## src/rtl/pipe_ctrl_pkg.sv

```systemverilog
// Shared types and constants for the pipeline hazard sequencer.
// Control bundles are built from named helpers so the decode reads as intent.
package pipe_ctrl_pkg;

  typedef enum logic [1:0] {
    ST_RUN     = 2'd0,
    ST_MD_WAIT = 2'd1,
    ST_MD_DONE = 2'd2
  } state_t;

  localparam int REG_ZERO = 0;

  typedef struct packed {
    logic pc_en;
    logic ifid_en;
    logic ifid_zero;
    logic idex_en;
    logic idex_zero;
    logic exmem_en;
    logic exmem_zero;
    logic memwb_en;
  } ctrl_t;

  function automatic ctrl_t ctrl_default();
    ctrl_t c;
    c = '{pc_en: 1'b1, ifid_en: 1'b1, ifid_zero: 1'b0, idex_en: 1'b1,
          idex_zero: 1'b0, exmem_en: 1'b1, exmem_zero: 1'b0, memwb_en: 1'b1};
    return c;
  endfunction

  function automatic ctrl_t ctrl_reset();
    ctrl_t c;
    c = '{pc_en: 1'b0, ifid_en: 1'b0, ifid_zero: 1'b1, idex_en: 1'b0,
          idex_zero: 1'b1, exmem_en: 1'b0, exmem_zero: 1'b1, memwb_en: 1'b0};
    return c;
  endfunction

  // Front end frozen, the older instruction drains, a bubble enters MEM.
  function automatic ctrl_t ctrl_md_stall();
    ctrl_t c;
    c = ctrl_default();
    c.pc_en      = 1'b0;
    c.ifid_en    = 1'b0;
    c.idex_en    = 1'b0;
    c.exmem_zero = 1'b1;
    return c;
  endfunction

  function automatic ctrl_t ctrl_branch();
    ctrl_t c;
    c = ctrl_default();
    c.ifid_zero = 1'b1;
    c.idex_zero = 1'b1;
    return c;
  endfunction

  function automatic ctrl_t ctrl_load_use();
    ctrl_t c;
    c = ctrl_default();
    c.pc_en     = 1'b0;
    c.ifid_en   = 1'b0;
    c.idex_zero = 1'b1;
    return c;
  endfunction

endpackage

```

## src/rtl/pipe_hazard_ctrl_lu_detect.sv

```systemverilog
// Load-use comparator: flags an ID source operand that the load in EX will write.
// Register zero is never a real dependency.
module lu_detect
  import pipe_ctrl_pkg::*;
#(
  parameter int REG_BITS = 5
) (
  input  logic [REG_BITS-1:0] id_rs,
  input  logic [REG_BITS-1:0] id_rt,
  input  logic                id_use_rs,
  input  logic                id_use_rt,
  input  logic                ex_memread,
  input  logic [REG_BITS-1:0] ex_rd,
  output logic                lu
);

  logic [REG_BITS-1:0] src_idx [2];
  logic [1:0]          src_use;
  logic [1:0]          src_hit;
  logic                rd_live;

  assign src_idx[0] = id_rs;
  assign src_idx[1] = id_rt;
  assign src_use    = {id_use_rt, id_use_rs};
  assign rd_live    = (ex_rd != REG_BITS'(REG_ZERO));

  genvar gi;
  generate
    for (gi = 0; gi < 2; gi++) begin : g_src
      assign src_hit[gi] = src_use[gi] && (src_idx[gi] == ex_rd);
    end
  endgenerate

  assign lu = ex_memread && rd_live && (|src_hit);

endmodule

```

## src/rtl/pipe_hazard_ctrl.sv

```systemverilog
// Stall/flush sequencer for the IF_ID, ID_EX, EX_MEM and MEM_WB registers.
// Holds the front end for fixed-latency mult/div, bubbles load-use, squashes on taken branch.
module pipe_hazard_ctrl
  import pipe_ctrl_pkg::*;
#(
  parameter int REG_BITS  = 5,
  parameter int MD_CYCLES = 32,
  parameter int CNT_BITS  = 6
) (
  input  logic                clk,
  input  logic                rst,
  input  logic [REG_BITS-1:0] id_rs,
  input  logic [REG_BITS-1:0] id_rt,
  input  logic                id_use_rs,
  input  logic                id_use_rt,
  input  logic                ex_memread,
  input  logic [REG_BITS-1:0] ex_rd,
  input  logic                ex_md,
  input  logic                ex_br_taken,
  output logic                pc_en,
  output logic                ifid_en,
  output logic                ifid_zero,
  output logic                idex_en,
  output logic                idex_zero,
  output logic                exmem_en,
  output logic                exmem_zero,
  output logic                memwb_en,
  output logic                md_busy
);

  state_t              state_reg, state_next;
  logic [CNT_BITS-1:0] cnt_reg, cnt_next;
  logic                lu;
  ctrl_t               ctrl;

  lu_detect #(
    .REG_BITS(REG_BITS)
  ) u_lu_detect (
    .id_rs     (id_rs),
    .id_rt     (id_rt),
    .id_use_rs (id_use_rs),
    .id_use_rt (id_use_rt),
    .ex_memread(ex_memread),
    .ex_rd     (ex_rd),
    .lu        (lu)
  );

  always_ff @(posedge clk) begin
    if (rst) begin
      state_reg <= ST_RUN;
      cnt_reg   <= '0;
    end else begin
      state_reg <= state_next;
      cnt_reg   <= cnt_next;
    end
  end

  always_comb begin
    state_next = state_reg;
    cnt_next   = cnt_reg;
    ctrl       = ctrl_default();
    case (state_reg)
      ST_MD_WAIT: begin
        ctrl     = ctrl_md_stall();
        cnt_next = cnt_reg - CNT_BITS'(1);
        if (cnt_reg == CNT_BITS'(1)) begin
          state_next = ST_MD_DONE;
        end
      end
      ST_RUN, ST_MD_DONE: begin
        // The start cycle is itself the first of the MD_CYCLES stall cycles.
        if (state_reg == ST_RUN && ex_md) begin
          ctrl       = ctrl_md_stall();
          cnt_next   = CNT_BITS'(MD_CYCLES - 1);
          state_next = ST_MD_WAIT;
        end else begin
          if (ex_br_taken) begin
            ctrl = ctrl_branch();
          end else if (lu) begin
            ctrl = ctrl_load_use();
          end
          state_next = ST_RUN;
        end
      end
      default: begin
        state_next = ST_RUN;
        cnt_next   = '0;
      end
    endcase
    if (rst) begin
      ctrl = ctrl_reset();
    end
  end

  assign pc_en      = ctrl.pc_en;
  assign ifid_en    = ctrl.ifid_en;
  assign ifid_zero  = ctrl.ifid_zero;
  assign idex_en    = ctrl.idex_en;
  assign idex_zero  = ctrl.idex_zero;
  assign exmem_en   = ctrl.exmem_en;
  assign exmem_zero = ctrl.exmem_zero;
  assign memwb_en   = ctrl.memwb_en;
  assign md_busy    = (state_reg == ST_MD_WAIT) && !rst;

endmodule

```

## config.mk

```make
export PLATFORM = sky130hd
export DESIGN_NAME = pipe_hazard_ctrl
export DESIGN_NICKNAME = d
export VERILOG_FILES = /design/src/rtl/pipe_ctrl_pkg.sv /design/src/rtl/pipe_hazard_ctrl_lu_detect.sv /design/src/rtl/pipe_hazard_ctrl.sv
export SDC_FILE = /design/constraint.sdc
export NUM_CORES = 1
export LEC_CHECK = 0
export CORE_MARGIN = 2
export CORE_UTILIZATION = 35
export CTS_BUF_LIST = sky130_fd_sc_hd__clkbuf_8
export CTS_CLUSTER_DIAMETER = 50
export CTS_CLUSTER_SIZE = 40
export DETAILED_ROUTE_END_ITERATION = 10
export PLACE_DENSITY_LB_ADDON = 0.25
export SLEW_MARGIN = 20
export SYNTH_ARGS = -nofsm -noshare
export SYNTH_HDL_FRONTEND = slang
export SYNTH_SLANG_ARGS = --single-unit
```

## constraint.sdc

```tcl
create_clock -name clk -period 3.3 [get_ports clk]
set_input_delay 0.99 -clock clk [delete_from_list [all_inputs] [get_ports clk]]
set_output_delay 0.99 -clock clk [all_outputs]
set_load 0.05 [all_outputs]
```

# Yosys cells after proc, flatten, opt, wreduce, memory -nomap -nowiden

Index checks and enable logic that the tools add are counted.

Register bits: 8
Latch bits: 0
Memory bits (writable): 0
ROM bits: 0
Memories kept: 0

Add/sub/neg operators: 1
Multipliers: 0
Div/mod/pow operators: 0
$lt $le $gt $ge: 0
Equal/unequal tests: 7
Shift operators: 0
Mux-type cells: 10
Bitwise gates (word level): 0
Reductions and logical operators: 11

Operator list:

| kind                                              | count |
|---|---|
| 2-to-1 mux 8 bit                                  | 4 |
| one-hot mux 8 bit (2 select lines)                | 1 |
| one-hot mux 6 bit (2 select lines)                | 1 |
| == test 5 bit                                     | 2 |
| == test 6 x 1 -> 1 bit (second input constant)    | 1 |
| logical AND 1 bit                                 | 6 |
| 2-to-1 mux 6 bit                                  | 1 |
| subtractor 6 x 1 -> 6 bit (second input constant) | 1 |
| nonzero test 5 bit                                | 1 |
| inequality test 2 bit (second input constant)     | 2 |
| one-hot mux 2 bit (2 select lines)                | 1 |
| OR reduction 2 bit                                | 2 |
| == test 2 x 1 -> 1 bit (second input constant)    | 1 |
| == test 2 bit (second input constant)             | 1 |
| zero test 2 bit                                   | 1 |
| 2-to-1 mux 2 bit                                  | 1 |
| zero test 1 bit                                   | 1 |
| 2-to-1 mux 1 bit                                  | 1 |

# Logic depth before layout (Yosys ltp)

Gate-level depths: netlist of run 1.

Depth after elaboration: 9
Depth in mapped cells: 6
Gate-level depth less buffers: 6

# Modules after synthesis

Synthesis of run 1 repeated with hierarchy kept, for this count alone.

Cell total of the unflattened synthesis: 77
Area total of the unflattened synthesis: 650.6 um^2

By module, submodules not included:

| module           | instances | cells each | area an instance (um^2) |
|---|---|---|---|
| pipe_hazard_ctrl | 1         | 60         | 516.7 |
| lu_detect        | 1         | 17         | 133.9 |

# Least setup slack after synthesis of run 1

No wires, ideal clock.

Path kind: input to output
Start: input port rst
End: output port pc_en
Arrival time: 3306 ps
Slack: -996 ps
Cell stages on the path: 6
Cells stage by stage: clkbuf_1 > inv_1 > nand2_1 > inv_1 > o31a_1 > buf_4

Word-level cells in the longest chain between the ends: 1

RTL lines:

| element          | RTL line               | text |
|---|---|---|
| start, declared  | pipe_hazard_ctrl.sv:11 | `input logic rst,` |
| 2-to-1 mux 8 bit | pipe_hazard_ctrl.sv:90 | `if (rst) begin` |
| end, declared    | pipe_hazard_ctrl.sv:20 | `output logic pc_en,` |

No other way between the ends.

# Worst setup path in the final report of run 1

Start: input port ex_rd[2]
End: output port pc_en

Word-level cells in the longest chain between the ends: 9

RTL lines:

| element                              | RTL line                         | text |
|---|---|---|
| start, declared                      | pipe_hazard_ctrl.sv:17           | `input logic [REG_BITS-1:0] ex_rd,` |
| == test 5 bit                        | pipe_hazard_ctrl_lu_detect.sv:30 | `assign src_hit[gi] = src_use[gi] && (src_idx[gi] == ex_rd);` |
| logical AND 1 bit                    | pipe_hazard_ctrl_lu_detect.sv:30 |  |
| OR reduction 2 bit                   | pipe_hazard_ctrl_lu_detect.sv:34 | `assign lu = ex_memread && rd_live && (\|src_hit);` |
| logical AND 1 bit *                  | pipe_hazard_ctrl_lu_detect.sv:34 |  |
| 2-to-1 mux 8 bit *                   | pipe_hazard_ctrl.sv:79           | `end else if (lu) begin` |
| 2-to-1 mux 8 bit *                   | pipe_hazard_ctrl.sv:77           | `if (ex_br_taken) begin` |
| 2-to-1 mux 8 bit *                   | pipe_hazard_ctrl.sv:72           | `if (state_reg == ST_RUN && ex_md) begin` |
| one-hot mux 8 bit (2 select lines) * | pipe_hazard_ctrl.sv:62           | `case (state_reg)` |
| 2-to-1 mux 8 bit *                   | pipe_hazard_ctrl.sv:90           |  |

Mark *: on every way between the ends. The rest lies on a longest branch, timed or not.

==> reports/results.tsv, run 1 <==
stage	metric	value	unit
die	die_w	46.5	um
global_routing	grt_max_degree	13	
clock_tree	clock_latency	0.23	ns
outcome	status	finished, violations left	
die	initial_utilization	37.0	%
logic_synthesis	yosysSeqAreaShare	25.3	%
die	row_count	15	
logic_synthesis	syn_avg_cell_area	7.90	um^2
min_path	hp-class	reg2reg	
clock_tree	path_clk_slew	0.04	ns
logic_synthesis	synth_area_leader_cell	dfxtp_1	
min_path	hold_depth	2	
logic_synthesis	syn_area	632	um^2
logic_synthesis	ys_top_cells_by_count	a21oi_1 (9), dfxtp_1 (8), nor2_1 (8), xor2_1 (8), inv_1 (6)	
cells_and_area	final_layout_size_suffix_gt1_share	37.9	%
placed_design	hpwl	1.45	mm
critical_path	crit_fanout	3	
clock_tree	cts_setup_buffers	0	
cells_and_area	layout.nets	142	
sta	tightest_slew	0.462	ns
power_and_ir_drop	totalPowerFinal	0.000414	W
clock_tree	cts-buffers-inserted	3	
placed_design	dpl.cell_count	138	
power_and_ir_drop	leakagePower	0.495	nW
detailed_routing	viasPerCell	4.88	
sta	slew_violations	0	
detailed_routing	vias	688	
sta	worst_slack	-0.0256	ns
critical_path	reg2reg_depth	6	
placed_design	io_buffers	30	
cells_and_area	syn_to_final_growth	86.7	%
logic_synthesis	synth-seq-cells	8	
global_routing	grtUsageTotal	20.0	%
detailed_routing	wl_per_cell	13.8	um
clock_tree	cts_root_buf	clkbuf_8	
placed_design	gp_congestion	0.777	
sta	max_freq	301	MHz
critical_path	worst-endpoint-required	2.31	ns
detailed_routing	final_antenna_net_count	0	
global_routing	grt_antenna_before_repair	0	
logic_synthesis	synth_edf_count	0	
logic_synthesis	synth_top_area_share	25.3	%
die	die_h	46.5	um
detailed_routing	drt_iter0_markers	4	
sta	fin_crit_sh	101	%
logic_synthesis	netlist_instances	80	
critical_path	endpoint_kind	primary output	
sta	finalClockSkew	0.00110	ns
logic_synthesis	yosysUniqueCellTypes	32	
global_routing	first_global_vias	671	
logic_synthesis	ys_top_cells_by_area	dfxtp_1 (25%), xor2_1 (11%), a21oi_1 (7.1%), nor2_1 (4.8%), o21a_1 (4.8%)	
clock_tree	clock_path_buffers	2	
global_routing	grt_overflow	0	
sta	rsz0062_at_grt	yes	
run	drv_cap	0	
clock_tree	h-tree-depth	1	
clock_tree	cts.sinks	8	
detailed_routing	drc	0	
logic_synthesis	synth_nets	104	
cells_and_area	antenna_cells	0	
clock_tree	hold_buffers	0	
logic_synthesis	yosysWarnings	0	
cells_and_area	largest_register_ffs	6	
die	dieArea	2160	um^2
sta	final_hold_viol_count	0	
sta	slew_headroom	69.2	%
critical_path	worstSetupPathType	in2out	
critical_path	start_kind	input pin	
critical_path	crit_arrival	2.34	ns
power_and_ir_drop	power_density	351	nW/um^2
placed_design	place_ws	-0.471	ns
sta	fin_crit	3.33	ns
power_and_ir_drop	peakVddDrop	0.000253	V
detailed_routing	drtPass1Iterations	3	
clock_tree	cts_tree	done	
detailed_routing	totalWireLength	1.94	mm
sta	finalSetupViolations	2	
cells_and_area	final_cells	141	
global_routing	grt_first_pass_wirelength	2.99	mm
logic_synthesis	async_flop_share	0	%
logic_synthesis	synth_most_common_cell	a21oi_1	
die	fp.coreArea	1710	um^2
die	io_pins	31	
logic_synthesis	ys.flop_type	dfxtp_1	
outcome	failed_checks	negative setup slack	
## critical path, stage by stage
cell,delay (ns)
buf_12,0.11
xor2_4,0.18
nor4_4,0.31
a32oi_2,0.20
o31a_4,0.39
buf_12,0.15
## routing by layer
layer  track usage, %  vias up  wire length, um
li1                 -      345                -
met3             5.49        5              103
met5                0        -                0
met4             9.14        0               31
met2             33.6       28             1000
met1             23.4      310              805
## cells by family after synthesis
| group | after synthesis | synth area share (%) |
|---|---|---|
| buffers and inverters | 10 | 7.32 |
| AOI/OAI and AO/OA | 23 | 24.0 |
| and+or+nand+nor | 26 | 23.8 |
| DFF | 8 | 25.3 |
| xor gates and xnor gates | 10 | 13.9 |
| muxes | 1 | 1.78 |
| adders and majority gates | 2 | 3.96 |
## per-stage QoR
step,util [%],setup TNS [ns],hold WS (ns),instance area [um^2]
global placement,63.7,-1.10,0.476,1090
finish,69.1,-0.0510,0.498,1180
global route,69.1,-0.109,0.523,1180
detailed placement,63.7,-1.39,0.501,1090
floorplan,-,-0.193,0.463,677
CTS,65.2,0,0.504,1110
## layout by cell type, fill, tap and decap left out, types with 4 or more instances in the layout
cell             instances
a21oi_1                  9
buf_12                   7
buf_2                    4
buf_4                   11
clkdlybuf4s50_1          6
dfxtp_1                  8
inv_1                    4
nor2_1                   8
o21a_1                   4
xor2_2                   4
## path summary, 6_finish.rpt
path                           start                      end  slack [ns]
min reg2reg  cnt_reg[5]$_SDFFE_PP0P_  cnt_reg[5]$_SDFFE_PP0P_        0.50
max reg2reg  cnt_reg[0]$_SDFFE_PP0P_  cnt_reg[2]$_SDFFE_PP0P_        1.95
max                         ex_rd[2]                    pc_en       -0.03
min          cnt_reg[5]$_SDFFE_PP0P_  cnt_reg[5]$_SDFFE_PP0P_        0.50
## report_power, final
part           leakage, nW  switching (W)  internal, W
combinational        0.407      0.0000890    0.0000845
clock               0.0216      0.0000405    0.0000792
sequential          0.0663      0.0000141     0.000107
## layout make-up
type / count / area, um^2
fillers: 144 / 528
well taps: 25 / 31.3
multi-input cells: 62 / 536
flip-flops and latches: 8 / 160
inverters: 6 / 30.0
repair buffers: 37 / 382
clock buffers: 3 / 41.3
## what timing repair did
action	4_1_cts	5_1_grt
pin swaps	8	10
resized for setup	33	24
endpoints found under the setup margin	3	4
No activity file was read; power rests on OpenSTA's default activity.
==> run 2: changes to the inputs <==
--- a/config.mk
+++ b/config.mk
@@ -5,11 +5,9 @@
 export SDC_FILE = /design/constraint.sdc
 export NUM_CORES = 1
 export LEC_CHECK = 0
-export CORE_MARGIN = 2
-export CORE_UTILIZATION = 35
+export CORE_UTILIZATION = 41
 export CTS_BUF_LIST = sky130_fd_sc_hd__clkbuf_8
 export CTS_CLUSTER_DIAMETER = 50
-export CTS_CLUSTER_SIZE = 40
 export DETAILED_ROUTE_END_ITERATION = 10
 export PLACE_DENSITY_LB_ADDON = 0.25
 export SLEW_MARGIN = 20
==> run 2 against run 1 <==
Against the previous run:
- the flow still finishes with violations (negative setup slack)
- worst setup slack worse by 0.016 ns
- core utilization rose by 15 points
- largest cell class unchanged
- maximum frequency shrank 0.47%
- clock skew rose by 0.0010 ns
- first-iteration DRC count grew to 3.0 times the previous value
- highest routed layer unchanged
- global-route usage up 8.5 points
- clock-buffer cell count is the same
- clock power about the same
- largest power group unchanged
- flip-flop and latch count is the same
- sequential power about the same
- final cell count fell by 7.1%
==> reports/results.tsv, run 2 (synthesis gave the netlist of run 1 again) <==
stage	metric	value	unit	change
detailed_routing	drt_iter0_markers	12		was 4
clock_tree	cts-buffers-inserted	3		unchanged
global_routing	first_global_vias	678		was 671
sta	final_hold_viol_count	0		unchanged
cells_and_area	final_layout_size_suffix_gt1_share	36.2	%	was 37.9%
cells_and_area	layout.nets	142		unchanged
sta	rsz0062_at_grt	yes		unchanged
placed_design	dpl.cell_count	128		was 138
placed_design	io_buffers	30		unchanged
global_routing	grt_overflow	0		unchanged
power_and_ir_drop	leakagePower	0.494	nW	was 0.495 nW
detailed_routing	vias	728		was 688
cells_and_area	layout_commonest_cell	buf_4		unchanged
clock_tree	clock_latency	0.23	ns	about the same
clock_tree	h-tree-depth	1		unchanged
clock_tree	cts.sinks	8		unchanged
cells_and_area	fin_area	1150	um^2	was 1180 um^2
cells_and_area	final_cells	131		was 141
die	die_h	41.3	um	was 46.5 um
cells_and_area	syn_to_final_growth	82.8	%	was 86.7%
sta	worst_slack	-0.0412	ns	was -0.0256 ns
critical_path	crit_arrival	2.35	ns	was 2.34 ns
clock_tree	hold_buffers	0		unchanged
detailed_routing	drtPass1Iterations	4		was 3
sta	fin_crit_sh	101	%	about the same
sta	max_freq	299	MHz	was 301 MHz
clock_tree	cts_setup_buffers	0		unchanged
cells_and_area	final_cell_mix	buf_4 (10), a21oi_1 (9), nor2_1 (8), dfxtp_1 (8), buf_12 (6)		was buf_4 (11), a21oi_1 (9), nor2_1 (8), dfxtp_1 (8), buf_12 (7)
die	dieArea	1700	um^2	was 2160 um^2
critical_path	crit_fanout	2		was 3
clock_tree	path_clk_slew	0.04	ns	about the same
outcome	status	finished, violations left		unchanged
clock_tree	cts_tree	done		unchanged
critical_path	worst-endpoint-required	2.31	ns	about the same
run	drv_cap	0		unchanged
cells_and_area	utilization	84.5	%	was 69.1%
cells_and_area	fillCellCount	74		was 144
critical_path	worstSetupPathType	in2out		unchanged
clock_tree	clock_path_buffers	2		unchanged
power_and_ir_drop	peakVddDrop	0.000277	V	was 0.000253 V
global_routing	grt_max_degree	13		unchanged
detailed_routing	totalWireLength	2.16	mm	was 1.94 mm
detailed_routing	drc	0		unchanged
die	row_count	13		was 15
detailed_routing	wl_per_cell	16.5	um	was 13.8 um
global_routing	grt_first_pass_wirelength	2.95	mm	was 2.99 mm
placed_design	place_area	1080	um^2	was 1090 um^2
critical_path	start_kind	input pin		unchanged
placed_design	gp_congestion	0.717		was 0.777
cells_and_area	antenna_cells	0		unchanged
detailed_routing	final_antenna_net_count	0		unchanged
placed_design	hpwl	1.50	mm	was 1.45 mm
outcome	failed_checks	negative setup slack		unchanged
global_routing	grtUsageTotal	28.5	%	was 20.0%
critical_path	reg2reg_depth	3		was 6
die	io_pins	31		unchanged
power_and_ir_drop	power_density	360	nW/um^2	was 351 nW/um^2
min_path	hp-class	reg2reg		unchanged
detailed_routing	viasPerCell	5.56		was 4.88
sta	slew_headroom	69.8	%	was 69.2%
cells_and_area	largest_register_ffs	6		unchanged
min_path	hold_depth	2		unchanged
clock_tree	cts_root_buf	clkbuf_8		unchanged
critical_path	endpoint_kind	primary output		unchanged
sta	finalSetupTns	-0.0820	ns	was -0.0510 ns
sta	slew_violations	0		unchanged
die	die_w	41.3	um	was 46.5 um
die	fp.coreArea	1370	um^2	was 1710 um^2
sta	tightest_slew	0.452	ns	was 0.462 ns
die	initial_utilization	46.2	%	was 37.0%
sta	fin_crit	3.34	ns	was 3.33 ns
sta	finalClockSkew	0.00210	ns	was 0.00110 ns
global_routing	grt_antenna_before_repair	0		unchanged
sta	finalSetupViolations	2		unchanged
run 2: cell types whose count changed in the layout (fill, tap and decap cells not counted), moves of 2 or more:
cell,change
buf_6,+4
dlygate4sd2_1,+4
buf_2,-3
xor2_1,+2
run 2: where the power goes:
group	leakage [nW]	switching, W	total, W	internal, W
combinational	0.406	0.0000897	0.000174	0.0000839
clock	0.0216	0.0000420	0.000121	0.0000793
sequential	0.0663	0.0000145	0.000121	0.000107
total	0.494	0.000146	0.000416	0.000270
run 2: worst max-delay path, cell delays in order:
cell	delay (ns)
clkdlybuf4s15_1	0.21
xor2_1	0.18
nor4_2	0.30
a32oi_2	0.13
o31a_4	0.40
buf_12	0.15
run 2: worst paths after layout:
check | startpoint | end | slack, ns
setup / recovery | ex_rd[1] | pc_en | -0.04
hold / removal | cnt_reg[5]$_SDFFE_PP0P_ | cnt_reg[5]$_SDFFE_PP0P_ | 0.50
setup reg to reg | state_reg[0]$_SDFFE_PP0P_ | cnt_reg[5]$_SDFFE_PP0P_ | 1.96
hold reg to reg | cnt_reg[5]$_SDFFE_PP0P_ | cnt_reg[5]$_SDFFE_PP0P_ | 0.50
run 2: metal layers:
| metal | vias to the layer above | wire (um) | GRT usage, % |
|---|---|---|---|
| met4 | 0 | 42 | 18.5 |
| li1 | 346 | - | - |
| met2 | 34 | 1180 | 52.3 |
| met3 | 5 | 105 | 6.52 |
| met5 | - | 0 | 0 |
| met1 | 343 | 831 | 28.2 |
run 2: area by class of cell:
type                            count  area (um^2)  share of cell area [%]
Clock buffer                        3         41.3                    3.58
Sequential cell                     8          160                    13.9
Timing Repair Buffer               37          392                    33.9
Tap cell                           15         18.8                    1.63
Inverter                            6         30.0                    2.60
Multi-Input combinational cell     62          513                    44.4
run 2: what timing repair did:
action | 4_1_cts | 5_1_grt
resized for setup | 38 | 14
pin swaps | 10 | 1
setup endpoints to repair | 3 | 3
run 2: stage by stage:
stage / hold WS (ns) / total power [W] / worst slack (ns)
after global placement: 0.476 / 0.000283 / -0.375
after global routing: 0.562 / 0.000430 / -0.0669
after floorplan: 0.463 / 0.000214 / -0.193
after CTS: 0.505 / 0.000406 / 0.0225
after detailed placement: 0.499 / 0.000289 / -0.423
final: 0.505 / 0.000416 / -0.0412
==> patch 1, RTL diff (flow settings as in run 1) <==
`REG_BITS` is set to 5 in 2 places; all go to 10.
--- a/src/rtl/pipe_hazard_ctrl_lu_detect.sv
+++ b/src/rtl/pipe_hazard_ctrl_lu_detect.sv
@@ -3,7 +3,7 @@
 module lu_detect
   import pipe_ctrl_pkg::*;
 #(
-  parameter int REG_BITS = 5
+  parameter int REG_BITS = 10
 ) (
   input  logic [REG_BITS-1:0] id_rs,
   input  logic [REG_BITS-1:0] id_rt,
--- a/src/rtl/pipe_hazard_ctrl.sv
+++ b/src/rtl/pipe_hazard_ctrl.sv
@@ -3,7 +3,7 @@
 module pipe_hazard_ctrl
   import pipe_ctrl_pkg::*;
 #(
-  parameter int REG_BITS  = 5,
+  parameter int REG_BITS  = 10,
   parameter int MD_CYCLES = 32,
   parameter int CNT_BITS  = 6
 ) (
Interface: changed (resized ex_rd, id_rs and id_rt); port bits go from 31 to 46. The function was not compared with the original's and may differ.
==> patch 1 against run 1 <==
  * The flow still finishes with violations (setup timing)
  * Global-route usage rose by 0.30 points
  * Highest routed layer unchanged
  * Combinational power rose by 11%
  * Sequential cell count did not move
  * Critical path type unchanged
  * Count of clock-buffer cells in the layout did not move
  * Register-to-register slack improved by 0.09 ns
  * Area after synthesis rose by 18%
  * Final area rose by 19%
  * Setup slack got worse by 0.044 ns
  * Largest cell class unchanged
  * Total power rose by 4.2%
  * Routed wire length rose by 32%
==> patch 1: results (changes against run 1) <==
## Run status
* **outcome** finished with violations
* **violated checks** setup timing

## Worst setup path
* **R2R Setup Slk** 2.04 ns, +0.09 ns
* **Top delay family on crit path** buffers and inverters
* **Max stage delay cell, worst path** sky130_fd_sc_hd__clkdlybuf4s50_1
* **worst flop-to-flop path endpoint** cnt_reg[1]
* **Critical Path AT** 2.38 ns, +0.04 ns
* **Critical path origin** id_rs[3]
* **maximum net fanout on the critical path** 2, -1
* **end of the critical path** idex_zero
* **CP max stage delay** 0.44 ns, +0.05 ns

## Layout
* **buffers outside the clock class** 56, +51%
* **number of flip-flops and latches** 8, unchanged
* **multi-input gate share of total cell area** 44.2%, -1.1 points
* **FILL cells** 165, +15%
* **signal buffers share of area** 37.1%, +4.8 points
* **share of the final layout cell area in sequential cells** 11.4%, -2.2 points
* **clock tree cell share of total cell area** 2.94%, -0.56 points
* **number of nets at the end of the flow** 195, +37%
* **share of post-route cells with drive strength above 1** 30.5%, -7.4 points

## Global routing
* **overall routing resource usage** 20.3%, +0.30 points
* **via count of the first global-routing pass** 879, +31%
* **largest net degree at the start of global routing** 12, -1
* **global-route wire length before repair** 3870 um, +29%

## Placement
* **Detail Placement HPWL** 2040 um, +40%
* **pre-CTS WS** -0.310 ns, +0.160 ns
* **RePlAce Congestion** 0.861, +11%
* **total of buffers placed on input and output ports** 45, +50%
* **Cell Count Post-Placement** 178, +29%

## Timing
* **number of max-slew violations in the final report** 0, unchanged
* **post-layout worst setup margin** -0.0696 ns, -0.0441 ns
* **Total Negative Setup Slacks** -0.0696 ns, -0.0186 ns
* **Relative slew margins** 76.2%, +7.0 points
* **final clock skew** 0.00595 ns, +0.00485 ns
* **final setup violation count** 1, -1

## CTS
* **number of levels in the clock H-tree** 1, unchanged

## Pwr
* **VDD IR-drop max** 0.000433 V, +72%
* **proportion of power drawn by the clock network** 27.5%, -1.4 points
* **reported leakage power** 0.598 nW, +21%
* **switching share of power** 34.2%, -0.51 points
* **sequential share of power** 27.8%, -1.4 points

## Detailed routing
* **Post-Route WL** 2580 um, +32%
* **routed via count divided by cell count** 5.02, +2.9%
* **count of vias placed by the detailed router** 909, +32%
* **first-pass iteration count of the detailed router** 4, +1
* **DRT iter0 DRCs** 19, +15

## Yosys
* **sequential fraction of the synthesis area** 21.5%, -3.9 points
* **synthesized netlist cell count** 100, +25%
* **Synth Net Count** 139, +34%
* **async set-reset flop share out of synthesis** 0%, unchanged
* **Yosys cell types** 28, -13%
* **cell types with the highest counts after synthesis** sky130_fd_sc_hd__xnor2_1, sky130_fd_sc_hd__a21oi_1, sky130_fd_sc_hd__nor2_1, sky130_fd_sc_hd__dfxtp_1, sky130_fd_sc_hd__nand2_1
* **top area cells in the synthesized netlist** sky130_fd_sc_hd__dfxtp_1, sky130_fd_sc_hd__xnor2_1, sky130_fd_sc_hd__a21oi_1, sky130_fd_sc_hd__nor2_1, sky130_fd_sc_hd__xor2_1

## Min path
* **Worst Hold Launch** cnt_reg[5]

-- patch 1: per-stage QoR --
stage          area (sq um)  hold WS (ns)  power, W
2_1_floorplan           767         0.463  0.000218
3_3_place_gp           1330         0.485  0.000308
3_5_place_dp           1330         0.492  0.000313
4_1_cts                1380         0.502  0.000429
5_1_grt                1400         0.545  0.000456
6_report               1400         0.511  0.000432
-- patch 1: metal layers --
layer / part of all wire [%] / GRT usage [%] / routed length, um
met4: 1.3 / 6.48 / 34
met3: 7.1 / 3.27 / 184
met2: 49 / 35.7 / 1260
met5: 0 / 0 / 0
met1: 43 / 25.0 / 1100
-- patch 1: cells by family after synthesis --
family	synth area share (%)
adders and majority gates	3.36
and+or+nand+nor	27.0
xor gates and xnor gates	23.5
buffers and inverters	6.71
muxes	1.34
AOI/OAI and AO/OA	16.6
DFF	21.5
-- patch 1: timing repair --
action,in CTS,in global routing
gates resized for setup,52,7
endpoints found under the setup margin,3,3
pin swaps,18,8
==> patch 2, RTL diff (settings of run 1) <==
Made on the original files. Re-encode `state_t` (3 states) as one-hot, 3 bits wide.
--- a/src/rtl/pipe_ctrl_pkg.sv
+++ b/src/rtl/pipe_ctrl_pkg.sv
@@ -2,10 +2,10 @@
 // Control bundles are built from named helpers so the decode reads as intent.
 package pipe_ctrl_pkg;
 
-  typedef enum logic [1:0] {
-    ST_RUN     = 2'd0,
-    ST_MD_WAIT = 2'd1,
-    ST_MD_DONE = 2'd2
+  typedef enum logic [2:0] {
+    ST_RUN     = 3'b001,
+    ST_MD_WAIT = 3'b010,
+    ST_MD_DONE = 3'b100
   } state_t;
 
   localparam int REG_ZERO = 0;
Formal check against the unedited RTL: same outputs for any inputs over 10 cycles, from zero or initial values and one cycle with rst high; not proved beyond that.
==> patch 2 against run 1 <==
  * Sequential cell count grew 1
  * Sequential share of layout area grew 1.2 points
  * Register-to-register slack lost 0.34 ns
  * Setup slack gained 0.038 ns
  * Hold slack lost 0.043 ns
  * Routed wire length grew 3.4%
  * Via count grew 10%
  * Area after synthesis grew 5.9%
  * Final area grew 3.4%
  * Total power grew 5.8%
==> patch 2: results (changes against run 1) <==
## Global routing
* **global-route wire length before repair** 3070 um, +2.5%
* **met3 GRT Util** 6.04%, +0.55 points
* **GRT met1 Usage** 25.9%, +2.5 points
* **met2 GRT Util** 30.4%, -3.2 points
* **largest net degree at the start of global routing** 10, -3

## Yosys
* **Yosys cell types** 34, +6.3%
* **sequential fraction of the synthesis area** 26.9%, +1.6 points
* **Synth Net Count** 107, +2.9%
* **post-synthesis cell area** 669 sq um, +5.9%

## Detailed routing
* **routed length on met3** 98 um, -4.9%
* **routed via count divided by cell count** 5.09, +4.3%
* **met2 wire length** 1040 um, +3.8%
* **first-pass iteration count of the detailed router** 4, +1
* **count of vias placed by the detailed router** 758, +10%
* **Post-Route WL** 2010 um, +3.4%

## Worst setup path
* **worst reg2reg startpoint** state_reg[0]
* **Critical path origin** id_rt[3]
* **R2R Setup Slk** 1.61 ns, -0.34 ns
* **Max stage delay cell, worst path** sky130_fd_sc_hd__o41a_4
* **maximum net fanout on the critical path** 2, -1
* **Critical Path AT** 2.30 ns, -0.04 ns

## Layout
* **signal buffers share of area** 33.4%, +1.1 points
* **inverters** 5, -1
* **buffers outside the clock class** 40, +8.1%
* **multi-input combinational cell count** 66, +6.5%
* **multi-input combinational cell area** 537 sq um, +0.23%
* **number of nets at the end of the flow** 149, +4.9%
* **share of post-route cells with drive strength above 1** 39.5%, +1.6 points
* **share of the final layout cell area in sequential cells** 14.8%, +1.2 points
* **Sequential cell area** 180 sq um, +12%

## Placement
* **pre-CTS WS** -0.533 ns, -0.0624 ns
* **Detail Placement HPWL** 1540 um, +6.1%
* **RePlAce Congestion** 0.787, +1.2%
* **Cell Count Post-Placement** 143, +3.6%

## CTS
* **Sink Count** 9, +1

## Pwr
* **VDD IR-drop max** 0.000340 V, +35%

## Min path
* **Worst Hold Launch** cnt_reg[4]

## Timing
* **final hold slack** 0.454 ns, -0.0432 ns
* **maximum frequency from static timing analysis** 0.304 GHz, +1.2%
* **Relative slew margins** 73.7%, +4.5 points

## Run status
* **outcome** completed

-- patch 2: changes by cell type in the layout (fill, tap and decap cells not counted), moves of 3 or more --
cell                       change
sky130_fd_sc_hd__a211oi_1      +3
sky130_fd_sc_hd__buf_8         +3
sky130_fd_sc_hd__nand2_1       +3
sky130_fd_sc_hd__o21a_1        -4
sky130_fd_sc_hd__o21ai_0       -3
-- patch 2: repair_timing --
action	in CTS	in global routing
resized for setup	57	12
endpoints found under the hold margin	0	0
setup buffers	2	0
pin swaps	16	3
endpoints found under the setup margin	4	3
-- patch 2: kinds of logic (layout without fill, tap and decap cells) --
family / Yosys count / in the layout / synth area share (%)
simple gates: 28 / 28 / 23.0
compound gates: 26 / 26 / 27.7
xor+xnor: 10 / 10 / 13.1
flops: 9 / 9 / 26.9
buf+inv: 8 / 49 / 5.61
fa+ha+maj: 2 / 2 / 3.74
-- patch 2: power breakdown --
group	internal [W]	switching, W
sequential	0.000119	0.0000106
clock	0.0000812	0.0000455
combinational	0.0000897	0.0000926
total	0.000289	0.000149
